## src/rtl/alu_issue.sv

```systemverilog
// Issue stage: decodes RV32I fields into ALU operation/operands behind a two-entry skid buffer.
// Optional performance counters are built when ALU_ISSUE_PERF_CNT_EN is defined.
module alu_issue #(
    parameter int DATA_WIDTH    = 32,
    parameter int OPCODE_LENGTH = 4
) (
    input  logic                     clk,
    input  logic                     reset,
    input  logic                     flush,
    input  logic                     in_valid,
    output logic                     in_ready,
    input  logic [6:0]               opcode,
    input  logic [2:0]               funct3,
    input  logic [6:0]               funct7,
    input  logic [DATA_WIDTH-1:0]    rs1_data,
    input  logic [DATA_WIDTH-1:0]    rs2_data,
    input  logic [DATA_WIDTH-1:0]    imm,
    output logic                     out_valid,
    input  logic                     out_ready,
    output logic [DATA_WIDTH-1:0]    SrcA,
    output logic [DATA_WIDTH-1:0]    SrcB,
    output logic [OPCODE_LENGTH-1:0] Operation,
    output logic                     illegal,
    output logic [31:0]              issue_cnt,
    output logic [31:0]              stall_cnt
);

    localparam logic [OPCODE_LENGTH-1:0] OP_AND = 'b0000;
    localparam logic [OPCODE_LENGTH-1:0] OP_OR  = 'b0001;
    localparam logic [OPCODE_LENGTH-1:0] OP_ADD = 'b0010;
    localparam logic [OPCODE_LENGTH-1:0] OP_XOR = 'b0011;
    localparam logic [OPCODE_LENGTH-1:0] OP_SLL = 'b0100;
    localparam logic [OPCODE_LENGTH-1:0] OP_SRL = 'b0101;
    localparam logic [OPCODE_LENGTH-1:0] OP_SUB = 'b0110;
    localparam logic [OPCODE_LENGTH-1:0] OP_SRA = 'b0111;
    localparam logic [OPCODE_LENGTH-1:0] OP_EQ  = 'b1000;
    localparam logic [OPCODE_LENGTH-1:0] OP_SLT = 'b1100;
    localparam logic [OPCODE_LENGTH-1:0] OP_BAD = '1;

    logic [OPCODE_LENGTH-1:0] dec_op;
    logic [DATA_WIDTH-1:0]    dec_a, dec_b;
    logic                     dec_ill;
    logic                     is_r, is_shift, sra_sel;

    always_comb begin
        dec_op   = OP_BAD;
        dec_a    = '0;
        dec_b    = '0;
        dec_ill  = 1'b1;
        is_r     = opcode[5];
        is_shift = 1'b0;
        sra_sel  = 1'b0;
        case (opcode)
            7'b0110011, 7'b0010011: begin
                dec_a   = rs1_data;
                dec_b   = is_r ? rs2_data : imm;
                dec_ill = 1'b0;
                case (funct3)
                    3'b000: dec_op = (is_r && funct7 == 7'b0100000) ? OP_SUB : OP_ADD;
                    3'b001: begin dec_op = OP_SLL; is_shift = 1'b1; end
                    3'b010: dec_op = OP_SLT;
                    3'b100: dec_op = OP_XOR;
                    3'b101: begin
                        sra_sel  = is_r ? funct7[5] : imm[10];
                        dec_op   = sra_sel ? OP_SRA : OP_SRL;
                        is_shift = 1'b1;
                    end
                    3'b110: dec_op = OP_OR;
                    3'b111: dec_op = OP_AND;
                    default: begin
                        dec_op  = OP_BAD;
                        dec_a   = '0;
                        dec_b   = '0;
                        dec_ill = 1'b1;
                    end
                endcase
                // The ALU shifts by all of SrcB, so keep only shamt.
                if (is_shift) dec_b = {{(DATA_WIDTH-5){1'b0}}, dec_b[4:0]};
            end
            7'b0000011, 7'b0100011, 7'b1100111: begin
                dec_op  = OP_ADD;
                dec_a   = rs1_data;
                dec_b   = imm;
                dec_ill = 1'b0;
            end
            7'b1100011: begin
                if (funct3[2:1] != 2'b01) begin
                    dec_op  = funct3[2] ? OP_SLT : OP_EQ;
                    dec_a   = rs1_data;
                    dec_b   = rs2_data;
                    dec_ill = 1'b0;
                end
            end
            7'b0110111: begin
                dec_op  = OP_ADD;
                dec_b   = imm;
                dec_ill = 1'b0;
            end
            default: ;
        endcase
    end

    logic                     out_valid_q, out_valid_d;
    logic                     skid_valid_q, skid_valid_d;
    logic [OPCODE_LENGTH-1:0] out_op_q, out_op_d, skid_op_q, skid_op_d;
    logic [DATA_WIDTH-1:0]    out_a_q, out_a_d, skid_a_q, skid_a_d;
    logic [DATA_WIDTH-1:0]    out_b_q, out_b_d, skid_b_q, skid_b_d;
    logic                     out_ill_q, out_ill_d, skid_ill_q, skid_ill_d;
    logic                     accept, drain;

    assign in_ready = !skid_valid_q;
    assign accept   = in_valid && in_ready && !flush;
    assign drain    = out_valid_q && out_ready;

    always_comb begin
        out_valid_d  = out_valid_q;
        skid_valid_d = skid_valid_q;
        out_op_d     = out_op_q;
        out_a_d      = out_a_q;
        out_b_d      = out_b_q;
        out_ill_d    = out_ill_q;
        skid_op_d    = skid_op_q;
        skid_a_d     = skid_a_q;
        skid_b_d     = skid_b_q;
        skid_ill_d   = skid_ill_q;
        if (flush) begin
            out_valid_d  = 1'b0;
            skid_valid_d = 1'b0;
        end else if (!out_valid_q || drain) begin
            // Skid full implies in_ready was low, so no accept competes here.
            if (skid_valid_q) begin
                out_valid_d  = 1'b1;
                skid_valid_d = 1'b0;
                out_op_d     = skid_op_q;
                out_a_d      = skid_a_q;
                out_b_d      = skid_b_q;
                out_ill_d    = skid_ill_q;
            end else if (accept) begin
                out_valid_d = 1'b1;
                out_op_d    = dec_op;
                out_a_d     = dec_a;
                out_b_d     = dec_b;
                out_ill_d   = dec_ill;
            end else begin
                out_valid_d = 1'b0;
            end
        end else if (accept) begin
            skid_valid_d = 1'b1;
            skid_op_d    = dec_op;
            skid_a_d     = dec_a;
            skid_b_d     = dec_b;
            skid_ill_d   = dec_ill;
        end
    end

    always_ff @(posedge clk) begin
        if (reset) begin
            out_valid_q  <= 1'b0;
            skid_valid_q <= 1'b0;
            out_op_q     <= '0;
            out_a_q      <= '0;
            out_b_q      <= '0;
            out_ill_q    <= 1'b0;
            skid_op_q    <= '0;
            skid_a_q     <= '0;
            skid_b_q     <= '0;
            skid_ill_q   <= 1'b0;
        end else begin
            out_valid_q  <= out_valid_d;
            skid_valid_q <= skid_valid_d;
            out_op_q     <= out_op_d;
            out_a_q      <= out_a_d;
            out_b_q      <= out_b_d;
            out_ill_q    <= out_ill_d;
            skid_op_q    <= skid_op_d;
            skid_a_q     <= skid_a_d;
            skid_b_q     <= skid_b_d;
            skid_ill_q   <= skid_ill_d;
        end
    end

    assign out_valid = out_valid_q;
    assign SrcA      = out_a_q;
    assign SrcB      = out_b_q;
    assign Operation = out_op_q;
    assign illegal   = out_ill_q;

`ifdef ALU_ISSUE_PERF_CNT_EN
    logic [31:0] issue_cnt_q, issue_cnt_d, stall_cnt_q, stall_cnt_d;

    always_comb begin
        issue_cnt_d = issue_cnt_q;
        stall_cnt_d = stall_cnt_q;
        if (out_valid_q && out_ready)  issue_cnt_d = issue_cnt_q + 32'd1;
        if (out_valid_q && !out_ready) stall_cnt_d = stall_cnt_q + 32'd1;
    end

    always_ff @(posedge clk) begin
        if (reset) begin
            issue_cnt_q <= '0;
            stall_cnt_q <= '0;
        end else begin
            issue_cnt_q <= issue_cnt_d;
            stall_cnt_q <= stall_cnt_d;
        end
    end

    assign issue_cnt = issue_cnt_q;
    assign stall_cnt = stall_cnt_q;
`else
    assign issue_cnt = '0;
    assign stall_cnt = '0;
`endif

endmodule

```

## config.mk

```make
export PLATFORM = sky130hd
export DESIGN_NAME = alu_issue
export DESIGN_NICKNAME = d
export VERILOG_FILES = /design/src/rtl/alu_issue.sv
export SDC_FILE = /design/constraint.sdc
export NUM_CORES = 1
export LEC_CHECK = 0
export ABC_AREA = 1
export BUFFER_PORTS_ARGS = -buffer_cell sky130_fd_sc_hd__buf_4
export CAP_MARGIN = 20
export CORE_MARGIN = 5
export CORE_UTILIZATION = 45
export CTS_CLUSTER_DIAMETER = 100
export DETAILED_ROUTE_END_ITERATION = 7
export PLACE_DENSITY = 0.72
export SYNTH_ARGS = -nofsm -noshare
export SYNTH_HDL_FRONTEND = slang
export SYNTH_SLANG_ARGS = --single-unit
```

## constraint.sdc

```tcl
create_clock -name clk -period 3.2 [get_ports clk]
set_input_delay 0.32 -clock clk [delete_from_list [all_inputs] [get_ports clk]]
set_output_delay 0.32 -clock clk [all_outputs]
set_load 0.1 [all_outputs]
```

After elaboration in Yosys (flattened, before gate mapping)
Index checks and enable logic that the tools add are counted.

Equal/unequal tests: 15. Mux-type cells: 30. Bitwise gates (word level): 2. Reduce and logical (&&, ||, !) cells: 19.

Operator list (number): 2-to-1 mux 32 bit (10); one-hot mux 32 bit (3 select lines) (2); == test 7 x 6 -> 1 bit (second input constant) (4); one-hot mux 4 bit (7 select lines) (1); == test 7 bit (second input constant) (2); == test 3 bit (second input constant) (4); one-hot mux 4 bit (3 select lines) (1); 2-to-1 mux 1 bit (9); 2-to-1 mux 3 bit (3); 2-to-1 mux 4 bit (2); == test 7 x 2 -> 1 bit (second input constant) (1); == test 7 x 5 -> 1 bit (second input constant) (1); OR reduction 7 bit (1); AND reduction 3 bit (2); OR reduction 2 bit (3); OR reduction 3 bit (2); logical AND 1 bit (4); OR reduction 4 bit (1); == test 3 x 1 -> 1 bit (second input constant) (1); == test 3 x 2 -> 1 bit (second input constant) (1); zero test 1 bit (3); zero test 3 bit (1); one-hot mux 1 bit (3 select lines) (1); 2-to-1 mux 2 bit (1); other kinds (4) (5).

Register bits: 140. Input bits: 118. Output and inout bits: 135. Logic and storage cells: 76.

Longest topological paths before layout
Depth after elaboration: 8. Mapped depth: 11. Mapped depth without buffers: 10.

Worst setup path before layout
No wires, ideal clock.

Path kind: register -> register. From: register out_valid_q (netlist: out_valid). To: register skid_a_q[11]. Library setup time: 0.056 ns. Arrival: 1.976 ns. Data required time: 3.144 ns. Setup slack: 1.168 ns. Cell stages (with the launch flop): 10. Buffers on the path: 2. Clock period less this slack: 2.032 ns. Path through: dfxtp_1 > inv_1 > nor2_1 > nand2_1 > buf_2 > inv_2 > buf_2 > o21ai_0 > a21o_1 > inv_1.

Cells in the longest elaborated chain, start to end: 4. Elaborated cells on any way between the ends: 5. Classes of those cells: bitwise: 1; reduce/logical: 4.

Ends and longest elaborated chain: from (decl) (RTL line 103) `logic out_valid_q, out_valid_d;`; from (signal assigned) (RTL line 169) `out_valid_q <= out_valid_d;`; zero test 1 bit or logical AND 1 bit (tied branches) (RTL line 129, 113); logical OR 1 bit (*) (RTL line 129) `end else if (!out_valid_q || drain) begin`; inverter 1 bit (no line) (*); AND reduction 3 bit (no line) (*); to (signal assigned) (RTL line 176) `skid_a_q <= skid_a_d;`; to (decl) (RTL line 106) `logic [DATA_WIDTH-1:0] out_a_q, out_a_d, skid_a_q, skid_a_d;`.

Every way passes the cells marked *; elsewhere a longest branch is shown, timed or not. A chain may end at the register's enable or synchronous reset.

Worst setup path after layout
From: register skid_valid_q. To: output port in_ready.

Cells in the longest elaborated chain, start to end: 1.

Ends and longest elaborated chain: from (decl) (RTL line 104) `logic skid_valid_q, skid_valid_d;`; from (signal assigned) (RTL line 170) `skid_valid_q <= skid_valid_d;`; zero test 1 bit (RTL line 111) `assign in_ready = !skid_valid_q;`; to (decl) (RTL line 11) `output logic in_ready,`.

No other way between the ends.

==> flow_summary.ini <==
[die]
initial_core_util_pct = 45.3
dieArea_sq_um = 19900
rows = 48
die_w_um = 141
coreArea_sq_um = 17100
io_pins = 253
die_height_um = 141

[route]
wirelength_um = 23200
viasPerCell = 5.20
dr.first_iter.drc_count = 608
drc = 0
detail-route-antenna-nets = 0
drtPass1Iterations = 6
vias = 7923
wl_per_cell_um = 15.3

[global_route]
grt_pass1_vias = 7422
grt_first_pass_wirelength_um = 37500
grtUsageTotal_pct = 22.9
grt_use_met3_pct = 6.14
met2_usage_pct = 36.9
grt-busiest-layer = met2
gr-total-overflow = 0
antenna_found_initial = 0
grt_max_degree = 84
grtUsageMet1_pct = 29.3

[clock_tree]
clockRootBuffer = clkbuf_16
clk_pin_slew_worst_paths_ns = 0.06
htreeDepth = 4
clock-sinks = 140
postCtsSetupBuffers = 0
cts_tree = done
clk_latency_ns = 0.42
post_cts_resized = 0
ctsHoldBuffers = 0
cts_made_buffers = 17
ctsLongestPathBuffers = 2

[synth]
netlist_instances = 1155
yosysSeqAreaShare_pct = 36.2
synth_cell_types = 27
yosys_warnings = 0
syn_area_sq_um = 7730
synth.avg_cell_area_sq_um = 6.70
ys_ff_latch = 140

[pwr]
p_leak_nw = 4.74
power_density_nw_per_um2 = 527
vdd_drop_max_mv = 0.416

[setup_path]
worst_setup_path_end_kind = output pin
required_ns = 2.88
cp_top_family = buffers and inverters
cp_common_cell = buf_4
crit_type = reg -> out
cp_slowest_stage_delay_ns = 0.67
worst_path_max_delay_cell = buf_4
crit_arrival_ns = 1.89
crit_chain = inv_2, buf_4, buf_4
worstPathMaxFanout = 70
startpoint_type = flop
path_buf_inv = 3

[sta]
worst_slack_ns = 0.986
skew_ns = 0.0132
fmax_mhz = 452
tns_ns = 0
finalHoldViolations = 0
period_share_pct = 69.2
rsz0062_at_grt = no
setup-violations-final = 0
tightest_slew_ns = 1.05
finalCriticalPeriod_ns = 2.21
slew_viol_final = 0
slew_headroom_pct = 30.1

[place]
post-place-ws_ns = 0.975
dpl.hpwl_um = 14500
portBuffers = 188
place_congestion = 0.921

[finish]
final_cell_mix = buf_4, nor2_1, nand2_1
final_common_cell = buf_4
drive_gt1_share_pct = 21.1
nNetsFinal = 1404
antenna_cells = 0
area_growth_pct = 22.3

[status]
status = completed

[job]
drv_cap = 0

[worst_hold_path]
hp-class = in -> reg
==> area by class of cell <==
class / instances / area (sq um)
Timing Repair Buffer: 198 / 1500
Clock inverter: 14 / 169
Clock buffer: 18 / 439
Fill cell: 1690 / 7600
Sequential cell: 140 / 2800
Tap cell: 225 / 282
Inverter: 91 / 344
Multi-Input combinational cell: 838 / 3920
==> state kept, by name, indices dropped and copies added, names as in the netlist <==
register,cells
Operation,4
SrcA,32
SrcB,32
illegal,1
out_valid,1
skid_a_q,32
skid_b_q,32
skid_ill_q,1
skid_op_q,4
skid_valid_q,1
==> stage by stage <==
stage | util (%) | instances | total power (W) | hold slack, ns | instance area [sq um]
floorplan | - | 1218 | 0.00277 | 0.421 | 7970
global placement | 51.9 | 1492 | 0.00298 | 0.513 | 8850
detailed placement | 51.9 | 1492 | 0.00298 | 0.519 | 8850
CTS | 55.4 | 1524 | 0.00502 | 0.0814 | 9460
global route | 55.4 | 1524 | 0.00516 | 0.0887 | 9460
finish | 55.4 | 1524 | 0.00499 | 0.104 | 9460
==> logic make-up (layout without fill, tap and decap cells) <==
logic type / Yosys count / in the layout / share of synthesized area (%)
AND/OR/NAND/NOR: 461 / 461 / 26.2
AO/OA/AOI/OAI: 313 / 313 / 21.3
buffers and inverters: 240 / 321 / 16.1
flip-flops: 140 / 140 / 36.2
other: 1 / 64 / 0.0485
==> layer usage <==
layer,wire length [um],part of all wire [%]
met1,9890,43
met2,10900,47
met3,1890,8.1
met4,582,2.5
met5,0,0
==> final timing paths <==
check | startpoint | end | slack, ns | cells after the start
min | flush | out_valid | 0.10 | 2
max | skid_valid_q | in_ready | 0.99 | 3
min reg2reg | skid_a_q[30] | SrcA[30] | 0.53 | 2
max reg2reg | out_valid | SrcB[3] | 1.40 | 8
==> report_power, final <==
| part | internal (W) | switching [W] |
|---|---|---|
| combinational | 0.000224 | 0.000900 |
| sequential | 0.00180 | 0.0000291 |
| clock | 0.00120 | 0.000839 |
==> cell usage after synthesis (all sizes together) <==
cell,number,area [sq um]
a21boi,1,7.51
a21o,31,233
a21oi,139,696
buf,104,736
clkbuf,45,169
conb,1,3.75
dfxtp,140,2800
inv,91,344
nand2,168,671
nand3,83,438
nand4,32,200
nor2,168,658
o21ai,141,706
o31ai,1,7.51
or2,10,62.6
(Power assumes the default switching activity.)
